$ cat config.mk
export PLATFORM = sky130hd
export DESIGN_NAME = forward_scoreboard
export DESIGN_NICKNAME = d
export VERILOG_FILES = /design/src/rtl/forward_scoreboard.sv
export SDC_FILE = /design/constraint.sdc
export NUM_CORES = 1
export LEC_CHECK = 0
export ABC_CLOCK_PERIOD_IN_PS = 3200
export CAP_MARGIN = 20
export CORE_MARGIN = 2
export CORE_UTILIZATION = 35
export CTS_CLUSTER_SIZE = 28
export DETAILED_ROUTE_END_ITERATION = 7
export PLACE_DENSITY = 0.93
export SLEW_MARGIN = 25
export SYNTH_ARGS = -nofsm -noshare
export SYNTH_HDL_FRONTEND = slang
export SYNTH_SLANG_ARGS = --single-unit
$ cat constraint.sdc
create_clock -name clk -period 3.2 [get_ports clk]
set_clock_uncertainty 0.15 [all_clocks]
set_input_delay 0.64 -clock clk [delete_from_list [all_inputs] [get_ports clk]]
set_output_delay 0.64 -clock clk [all_outputs]
set_load 0.03 [all_outputs]
$ cat src/rtl/forward_scoreboard.sv
`default_nettype none
// ============================================================================
// Module      : forward_scoreboard
// Description : Tracks in-flight destination registers in the post-EX stages.
//               For each EX source operand it picks the youngest producer to
//               forward from, and stalls EX while that producer's result is
//               not yet available.
// Revision    : 1.0 - initial release
// ============================================================================
module forward_scoreboard #(
    parameter int XLEN  = 32,
    parameter int DEPTH = 2,
    parameter int NSRC  = 2,
    localparam int SELW = ($clog2(DEPTH + 1) < 1) ? 1 : $clog2(DEPTH + 1),
    localparam int LATW = ($clog2(DEPTH) < 1) ? 1 : $clog2(DEPTH)
) (
    input  logic                   clk,
    input  logic                   rst,
    input  logic                   ex_valid,
    input  logic                   ex_we,
    input  logic [4:0]             ex_rd,
    input  logic [LATW-1:0]        ex_lat,
    input  logic                   ex_flush,
    input  logic [NSRC*5-1:0]      ex_rs,
    input  logic [NSRC*XLEN-1:0]   rf_data,
    input  logic [DEPTH*XLEN-1:0]  stg_data,
    output logic [NSRC*SELW-1:0]   fwd_sel,
    output logic [NSRC*XLEN-1:0]   src_data,
    output logic                   stall,
    output logic [15:0]            stall_cnt
);

    // Largest meaningful latency: a result must exist by the last stage.
    localparam logic [LATW-1:0] C_MAX_LAT = LATW'(DEPTH - 1);

    // Tracker entries; index k holds pipeline stage k+1.
    logic [DEPTH-1:0] r_vld;
    logic [DEPTH-1:0] r_we;
    logic [4:0]       r_rd  [DEPTH];
    logic [LATW-1:0]  r_rem [DEPTH];
    logic [15:0]      r_stall_cnt;

    logic [LATW-1:0]  w_lat;
    logic [NSRC-1:0]  w_hz;
    logic             w_stall;

    assign w_lat = (ex_lat > C_MAX_LAT) ? C_MAX_LAT : ex_lat;

    // Advance the tracker with the pipeline; a stalled or flushed EX slot becomes a bubble.
    always_ff @(posedge clk) begin
        if (rst) begin
            r_vld <= '0;
            r_we  <= '0;
            for (int k = 0; k < DEPTH; k++) begin
                r_rd[k]  <= '0;
                r_rem[k] <= '0;
            end
        end else begin
            r_vld[0] <= ex_valid & ~ex_flush & ~w_stall;
            r_we[0]  <= ex_we;
            r_rd[0]  <= ex_rd;
            r_rem[0] <= w_lat;
            for (int k = 1; k < DEPTH; k++) begin
                r_vld[k] <= r_vld[k-1];
                r_we[k]  <= r_we[k-1];
                r_rd[k]  <= r_rd[k-1];
                r_rem[k] <= (r_rem[k-1] == '0) ? '0 : r_rem[k-1] - LATW'(1);
            end
        end
    end

    // Saturating count of cycles spent stalled.
    always_ff @(posedge clk) begin
        if (rst) begin
            r_stall_cnt <= '0;
        end else if (w_stall && (r_stall_cnt != 16'hFFFF)) begin
            r_stall_cnt <= r_stall_cnt + 16'd1;
        end
    end

    for (genvar i = 0; i < NSRC; i++) begin : g_src
        logic [4:0]      w_rs;
        logic [SELW-1:0] w_sel;
        logic [XLEN-1:0] w_data;
        logic            w_not_ready;

        assign w_rs = ex_rs[5*i +: 5];

        // Scan oldest to youngest so the youngest matching producer wins.
        always_comb begin
            w_sel       = '0;
            w_data      = rf_data[XLEN*i +: XLEN];
            w_not_ready = 1'b0;
            for (int k = DEPTH - 1; k >= 0; k--) begin
                if (r_vld[k] && r_we[k] && (r_rd[k] == w_rs) && (w_rs != 5'd0)) begin
                    w_sel       = SELW'(k + 1);
                    w_data      = stg_data[XLEN*k +: XLEN];
                    w_not_ready = (r_rem[k] != '0);
                end
            end
        end

        assign fwd_sel[SELW*i +: SELW]  = w_sel;
        assign src_data[XLEN*i +: XLEN] = w_data;
        assign w_hz[i]                  = w_not_ready;
    end

    assign w_stall   = ex_valid & ~ex_flush & (|w_hz);
    assign stall     = w_stall;
    assign stall_cnt = r_stall_cnt;

endmodule
`default_nettype wire

==> results.tsv, run 1 <==
metric	value	unit
status	finished, final reports clean	
CP max stage cell	or4_4	
Hold Vio Cnt, Final	0	
first-pass GRT wire length	22100	um
crit path buf inv count	5	
initial core utilization	36.6	%
clock buffer count from CTS	5	
Post-Syn Nets	563	
Area Growth Syn to Fin	95.4	%
synth top area cells	mux2i_1, dfxtp_1, nor2_1	
CTS tree	done	
Critical Path AT	2370	ps
Finished Cell Area	6290	um2
Tmin final	3160	ps
num rows	34	
Mapped Avg Cell Area	7.80	um2
worst-case clock buffer depth	2	
Peak VDD IR	304	uV
die width	99.9	um
via/cell ratio	5.41	
hold buffer count at cts	0	
CP required	2410	ps
residual DRC count	0	
first-iteration detailed-routing DRC count	142	
Final ANT Viol Nets	0	
share of cells above drive strength 1	31.5	%
buffer type at the clock tree root	clkbuf_8	
Slew HR	71.8	%
Leak Pwr	2.29	nW
pwr dens	194	nW/um2
worst min path class	reg -> reg	
post-detail-place hpwl	10600	um
CTS H-tree lvls	2	
YS warnings	0	
Crit path top cell by count	buf_12	
largest area contributor in the netlist	mux2i_1	
Layout Nets	816	
placer congestion estimate	0.930	
Slew @ Worst Pin	423	ps
Fmax	316	MHz
Routed WL	14700	um
met3 GRT Util	4.04	%
Seq cells post-synth	31	
RSZ-0062 raised after global routing	true	
CP Cell Sequence	buf_8 -> or4_4 -> nor2_4 -> nor4_4 -> buf_12 -> buf_12 -> buf_16 -> mux2i_1 -> o21ai_1 -> buf_4	
Fin Setup TNS	0	ps
Hold WS	325	ps
Synth top area share	20.2	%
Unique masters post-synth	45	
Slew Viols, Final	0	
Critical Path Fanout Max	8	
Die H	99.9	um
pre-CTS setup slack	-262	ps
CP Launch Type	primary input	
diodes inserted	0	
DR vias	4191	
register area share after synthesis	19.3	%
WL/cell	19.0	um
utilization after layout	71.4	%
vias in the first global route	4190	
PortBufs	233	
Overflow after GRT	0	
largest net degree at the start of global routing	47	
Reg clk slew, reported paths	70	ps
# IOs	234	
CTS Sinks	31	
GRT Util Overall	27.9	%
met2 GRT Util	52.4	%
Max Cap Violations	0	
initial antenna violation count	0	
GRT Max-Usage Layer	met2	
final setup fails	0	
synthesized area	3220	um2
Placed Instance Area	5730	um2
setup ws final	39.4	ps
CP Capture Type	primary output	
Core Footprint	8810	um2
Post-Synthesis Cells	413	
Clock Latency Late Sink	290	ps
met1 Usage GRT	31.9	%
crit share post-route	98.8	%
die area	9980	um2
1st-pass router iterations	5	
crit-path max cell delay	530	ps
Crit Path Class	in -> out	
largest delay contributor family on the critical path	simple AND/OR/NAND/NOR gates	
## what timing repair did
action	in CTS	in global routing
endpoints found under the setup margin	68	65
gates cloned	8	2
setup buffers	10	3
pin swaps	20	16
gates resized for setup	80	14
## cells in the final DEF, fill, tap and decap left out, types with 6 or more instances in the layout
cell type          n
buf_12            11
dfxtp_1           31
nand2_1           38
mux2i_2            7
buf_4             87
clkdlybuf4s50_1  154
o21ai_1           32
a21oi_2           37
nor2b_1           29
nor2_1            49
buf_6              9
mux2_4            10
xnor2_1           14
mux2i_1           54
nand4_1            6
## cell families after synthesis
logic type,after synthesis,share of synthesized area (%)
adders and majority gates,1,0.389
xor gates and xnor gates,20,5.44
muxes,79,26.3
buffers and inverters,34,6.34
and+or+nand+nor,157,25.2
DFF,31,19.3
AOI/OAI and AO/OA,91,17.1
## worst reg2reg max path, delay by kind of cell (launching register included)
family / cells / cell delay, ps
buffers and inverters: 2 / 380
multiplexers: 1 / 360
AND/OR/NAND/NOR: 2 / 520
flip-flops: 1 / 350
AO/OA/AOI/OAI: 1 / 460
XOR/XNOR: 1 / 240
## stage by stage
step | power [mW] | cells
6_report | 1.22 | 775
5_1_grt | 1.27 | 775
4_1_cts | 1.22 | 776
3_5_place_dp | 0.900 | 750
3_3_place_gp | 0.893 | 750
2_1_floorplan | 0.604 | 413
## sequential cells by signal, indices dropped and copies added (netlist names)
name,count
stall_cnt,16
r_rd,10
r_vld,2
r_we,2
r_rem,1
## routing by layer
layer,wire length [um],vias up
li1,-,1970
met1,5410,1956
met2,7650,221
met3,1100,44
met4,542,0
met5,0,-
## final timing paths
kind                                  from            end  slack (ps)  depth (start not counted)
worst max-delay path              ex_rs[4]   src_data[24]          40                         10
worst min-delay path              r_vld[0]       r_vld[1]         320                          1
worst max register to register  r_rd[0][2]  stall_cnt[13]         650                          7
worst min register to register    r_vld[0]       r_vld[1]         320                          1
## report_power, final
group	internal [mW]	switching [mW]
clock	0.152	0.155
combinational	0.285	0.225
sequential	0.394	0.0101
total	0.831	0.390
## layout make-up
cell class | count | area (um2)
sequential | 31 | 621
tap | 108 | 135
clock buffer | 6 | 72.6
multi-input combinational | 348 | 2640
inverter | 3 | 18.8
clock inverter | 2 | 12.5
timing repair buffer | 277 | 2790
fill | 657 | 2520
## synthesized netlist by cell type, drive strengths merged
library cell	instances
or4	3
o211ai	3
or3	1
nor3b	1
and3	4
nand2b	3
a21oi	41
buf	21
inv	3
and2	3
mux2i	65
nor2	52
nor4	2
dfxtp	31
nand4b	1
nor3	2
nand3	4
xor2	3
a211oi	4
xnor2	17
nand3b	2
clkbuf	10
or3b	1
o2111a	1
o2111ai	3
nor4b	1
a2111oi	2
or2	1
nand2	38
nor2b	29
ha	1
nand4	6
mux2	14
and4	3
o21ai	37
Note: power is estimated with default switching activity, not from simulation.
==> run 2: changes to the inputs <==
--- a/config.mk
+++ b/config.mk
@@ -7,7 +7,7 @@
 export LEC_CHECK = 0
 export ABC_CLOCK_PERIOD_IN_PS = 3200
 export CAP_MARGIN = 20
-export CORE_MARGIN = 2
+export CORE_MARGIN = 4
 export CORE_UTILIZATION = 35
 export CTS_CLUSTER_SIZE = 28
 export DETAILED_ROUTE_END_ITERATION = 7
==> results.tsv, run 2 (synthesized netlist as in run 1, its figures left out) <==
metric	value	unit	change
status	finished, final reports clean		unchanged
Routed WL	15900	um	was 14700 um
DR vias	4204		was 4191
largest net degree at the start of global routing	47		unchanged
Peak VDD IR	338	uV	was 304 uV
first-iteration detailed-routing DRC count	241		was 142
PortBufs	233		unchanged
die width	104	um	was 99.9 um
initial core utilization	36.4	%	was 36.6%
commonest non-fill, non-tap cell in the layout	clkdlybuf4s50_1		unchanged
Slew Viols, Final	0		unchanged
Tmin final	3140	ps	was 3160 ps
Critical Path Fanout Max	6		was 8
utilization after layout	73.5	%	was 71.4%
setup ws final	64.8	ps	was 39.4 ps
first-pass GRT wire length	24200	um	was 22100 um
Core Footprint	8850	um2	was 8810 um2
Critical Path AT	2350	ps	was 2370 ps
Reg clk slew, reported paths	70	ps	about the same
placer congestion estimate	0.929		was 0.930
CTS Sinks	31		unchanged
CTS H-tree lvls	2		unchanged
CP Capture Type	primary output		unchanged
num rows	34		unchanged
pre-CTS setup slack	-287	ps	was -262 ps
Finished Layout Cells	777		was 775
Final ANT Viol Nets	0		unchanged
# IOs	234		unchanged
Max Cap Violations	0		unchanged
buffer type at the clock tree root	clkbuf_8		unchanged
diodes inserted	0		unchanged
Overflow after GRT	0		unchanged
Area Growth Syn to Fin	102	%	was 95.4%
vias in the first global route	4374		was 4190
crit share post-route	98.0	%	was 98.8%
worst-case clock buffer depth	2		unchanged
Slew HR	71.0	%	was 71.8%
Crit Path Class	in -> out		unchanged
Slew @ Worst Pin	435	ps	was 423 ps
Die H	104	um	was 99.9 um
CP Launch Type	primary input		unchanged
GRT Util Overall	27.7	%	was 27.9%
Leak Pwr	2.40	nW	was 2.29 nW
CTS tree	done		unchanged
WL/cell	20.4	um	was 19.0 um
RSZ-0062 raised after global routing	false		was true
commonest non-fill, non-tap cells in the layout	clkdlybuf4s50_1, buf_4, nor2_1, mux2i_1		was clkdlybuf4s50_1, buf_4, mux2i_1, nor2_1, nand2_1
Fmax	319	MHz	was 316 MHz
share of cells above drive strength 1	34.1	%	was 31.5%
initial antenna violation count	0		unchanged
Design Power	1.32	mW	was 1.22 mW
1st-pass router iterations	5		unchanged
residual DRC count	0		unchanged
CP required	2410	ps	about the same
Cells after DPL	750		unchanged
worst min path class	reg -> reg		unchanged
Hold Vio Cnt, Final	0		unchanged
Clock Latency Late Sink	290	ps	about the same
pwr dens	203	nW/um2	was 194 nW/um2
via/cell ratio	5.41		about the same
clock buffer count from CTS	5		unchanged
post-detail-place hpwl	11300	um	was 10600 um
final setup fails	0		unchanged
die area	10800	um2	was 9980 um2
Largest register FFs	16		unchanged
Layout Nets	818		was 816
fillers	616		was 657
==> run 2: changes by cell type in the layout (fill, tap and decap cells not counted), sizes merged <==
cell,delta
bufbuf,+1
buf,+2
clkbuf,-2
bufinv,+1
clkinvlp,-1
clkinv,+1
==> run 2: area by class of cell <==
type / instances / area, um2 / area share, %
tap: 108 / 135 / 2.08
timing repair buffer: 279 / 2880 / 44.3
sequential: 31 / 621 / 9.55
clock inverter: 3 / 43.8 / 0.674
clock buffer: 5 / 68.8 / 1.06
multi-input combinational: 348 / 2740 / 42.1
inverter: 3 / 16.3 / 0.250
==> run 2: stage by stage <==
| stage | TNS (ps) | hold slack (ps) | instance area, um2 |
|---|---|---|---|
| 2_1_floorplan | -450 | 288 | 3330 |
| 3_3_place_gp | -9170 | 295 | 5720 |
| 3_5_place_dp | -13930 | 315 | 5720 |
| 4_1_cts | 0 | 326 | 6440 |
| 5_1_grt | 0 | 336 | 6500 |
| 6_report | 0 | 318 | 6500 |
==> run 2: where the power goes <==
| part | leakage [nW] | switching, mW | internal (mW) |
|---|---|---|---|
| sequential | 0.253 | 0.0113 | 0.394 |
| combinational | 2.09 | 0.233 | 0.297 |
| clock | 0.0581 | 0.154 | 0.231 |
==> run 2: metal layers <==
layer  part of all wire, %  track usage (%)  vias up
met2                    53             52.0      203
met1                    36             30.3     1979
li1                      -                -     1972
met4                   4.8             11.8        0
met5                     0                0        -
met3                   6.0             4.78       50
==> run 2: final timing paths <==
path | from | end | slack [ps] | depth (start not counted)
worst max-delay path | ex_rs[6] | src_data[48] | 60 | 10
worst min-delay path | r_we[0] | r_we[1] | 320 | 1
worst max register to register | r_rd[0][0] | stall_cnt[15] | 590 | 7
worst min register to register | r_we[0] | r_we[1] | 320 | 1
==> run 2: worst max-delay path, cell delays in order <==
cell and delay [ps]:
buf_2 110, buf_4 140, xnor2_1 120, nand4_1 160
nor4_4 310, buf_12 170, buf_16 130, mux2i_1 300
a21oi_4 100, buf_6 150
==> run 2: what timing repair did <==
item,4_1_cts,5_1_grt
buffers inserted,12,0
pin swaps,17,14
hold buffers,0,0
endpoints found under the hold margin,0,0
endpoints found under the setup margin,68,55
resized for setup,99,25
gates cloned,9,0
==> run 3: changes to the inputs <==
==> constraint.sdc (replaced) <==
create_clock -name clk -period 3.2 [get_ports clk]
set_clock_uncertainty 0.15 [all_clocks]
set_input_delay 0.64 -clock clk [delete_from_list [all_inputs] [get_ports clk]]
set_output_delay 0.64 -clock clk [all_outputs]
set_load 0.005 [all_outputs]
==> results.tsv, run 3 (synthesized netlist as in run 1, its figures left out) <==
metric	value	unit	change
status	finished, violations left		was finished, final reports clean
violated checks	setup timing		
Tmin final	3290	ps	was 3140 ps
Final ANT Viol Nets	0		unchanged
Largest register FFs	16		unchanged
initial core utilization	36.4	%	unchanged
final setup fails	6		was 0
DR vias	4506		was 4204
CP Launch Type	primary input		unchanged
setup ws final	-91.1	ps	was 64.8 ps
Flop pwr share	35.7	%	was 30.7%
PortBufs	233		unchanged
Hold WS	319	ps	was 318 ps
Slew @ Worst Pin	433	ps	was 435 ps
via/cell ratio	5.60		was 5.41
Fmax	304	MHz	was 319 MHz
clock share of power	26.5	%	was 29.2%
die width	104	um	unchanged
Routed WL	17400	um	was 15900 um
CP required	2410	ps	about the same
residual DRC count	0		unchanged
clock buffer count from CTS	5		unchanged
worst-case clock buffer depth	2		unchanged
RSZ-0062 raised after global routing	true		was false
die area	10800	um2	unchanged
CP Capture Type	primary output		unchanged
Critical Path AT	2500	ps	was 2350 ps
GRT Util Overall	29.8	%	was 27.7%
Hold Vio Cnt, Final	0		unchanged
Fin Setup TNS	-168	ps	was 0 ps
placer congestion estimate	0.961		was 0.929
Critical Path Fanout Max	7		was 6
hold buffer count at cts	0		unchanged
first-pass GRT wire length	26000	um	was 24200 um
Overflow after GRT	0		unchanged
sw power	0.316	mW	was 0.398 mW
buffer type at the clock tree root	clkbuf_8		unchanged
Reg clk slew, reported paths	70	ps	about the same
# IOs	234		unchanged
pwr dens	174	nW/um2	was 203 nW/um2
initial antenna violation count	1		was 0
Layout Nets	845		was 818
Max Cap Violations	0		unchanged
num rows	34		unchanged
post-detail-place hpwl	11300	um	about the same
WL/cell	21.6	um	was 20.4 um
Leak Pwr	2.47	nW	was 2.40 nW
1st-pass router iterations	5		unchanged
CTS H-tree lvls	2		unchanged
fillers	606		was 616
share of cells above drive strength 1	31.0	%	was 34.1%
Peak VDD IR	271	uV	was 338 uV
Sw Ratio	27.8	%	was 30.2%
Int Pwr	0.821	mW	was 0.922 mW
diodes inserted	0		unchanged
Cells after DPL	751		was 750
Area Growth Syn to Fin	103	%	was 102%
Slew HR	71.1	%	was 71.0%
Die H	104	um	unchanged
first-iteration detailed-routing DRC count	275		was 241
Comb pwr share	37.8	%	was 40.1%
Slew Viols, Final	0		unchanged
commonest non-fill, non-tap cell in the layout	clkdlybuf4s50_1		unchanged
largest net degree at the start of global routing	47		unchanged
Core Footprint	8850	um2	unchanged
vias in the first global route	4773		was 4374
commonest non-fill, non-tap cells in the layout	clkdlybuf4s50_1, mux2i_1, nor2_1, buf_2, buf_4		was clkdlybuf4s50_1, buf_4, nor2_1, mux2i_1
worst min path class	reg -> reg		unchanged
Finished Layout Cells	804		was 777
CTS tree	done		unchanged
CTS Sinks	31		unchanged
Clock Latency Late Sink	290	ps	about the same
Crit Path Class	in -> out		unchanged
crit share post-route	103	%	was 98.0%
run 3: changes by cell type in the layout (fill, tap and decap cells not counted), sizes merged:
cell	change
bufbuf	-2
clkbuf	+8
inv	-1
dlygate4sd2	+7
clkdlybuf4s15	+13
clkinvlp	+1
bufinv	-1
buf	+2
run 3: timing repair:
action                                  4_1_cts  5_1_grt
endpoints found under the setup margin       69       65
setup buffers                                30        8
gates cloned                                  9        1
resized for setup                           318       47
pin swaps                                    29       22
run 3: final timing paths:
check / from / end / slack, ps / depth (start not counted)
max: ex_rs[2] / src_data[2] / -90 / 11
min: r_vld[0] / r_vld[1] / 320 / 1
max reg2reg: r_rd[0][1] / stall_cnt[15] / 520 / 7
min reg2reg: r_vld[0] / r_vld[1] / 320 / 1
run 3: worst max-delay path, cell delays in order:
cell	delay, ps
buf_8	90
or4_4	530
nor2_4	150
nor4_4	70
buf_4	150
buf_12	130
buf_12	140
buf_6	120
mux2i_2	150
o21ai_1	170
buf_2	150
run 3: metrics by stage:
step	util [%]	total power, mW	instance area [um2]	setup slack (ps)
3_5_place_dp	65.3	0.827	5780	-685
3_3_place_gp	65.3	0.813	5780	-611
5_1_grt	73.8	1.19	6530	-167
4_1_cts	72.2	1.12	6390	-61.2
6_report	73.8	1.14	6530	-91.1
2_1_floorplan	-	0.510	3220	340
run 3: layout make-up:
class | instances | area [um2] | share of cell area [%]
sequential | 31 | 621 | 9.50
inverter | 3 | 23.8 | 0.364
tap | 108 | 135 | 2.07
timing repair buffer | 306 | 2990 | 45.8
clock inverter | 2 | 12.5 | 0.192
clock buffer | 6 | 72.6 | 1.11
multi-input combinational | 348 | 2680 | 41.0
run 3: routing by layer:
metal | GRT usage (%) | routed length [um] | up-vias
met5 | 0 | 13 | -
met4 | 14.5 | 929 | 2
met3 | 5.77 | 1230 | 74
met2 | 56.3 | 9110 | 263
met1 | 31.4 | 6110 | 2139
li1 | - | - | 2028
run 3: power by group through the flow:
stage	clock, mW	combinational, mW	sequential [mW]
global route	0.326	0.453	0.407
CTS	0.304	0.407	0.405
global placement	0	0.402	0.411
detailed placement	0	0.415	0.412
finish	0.301	0.430	0.407
floorplan	0	0.102	0.408
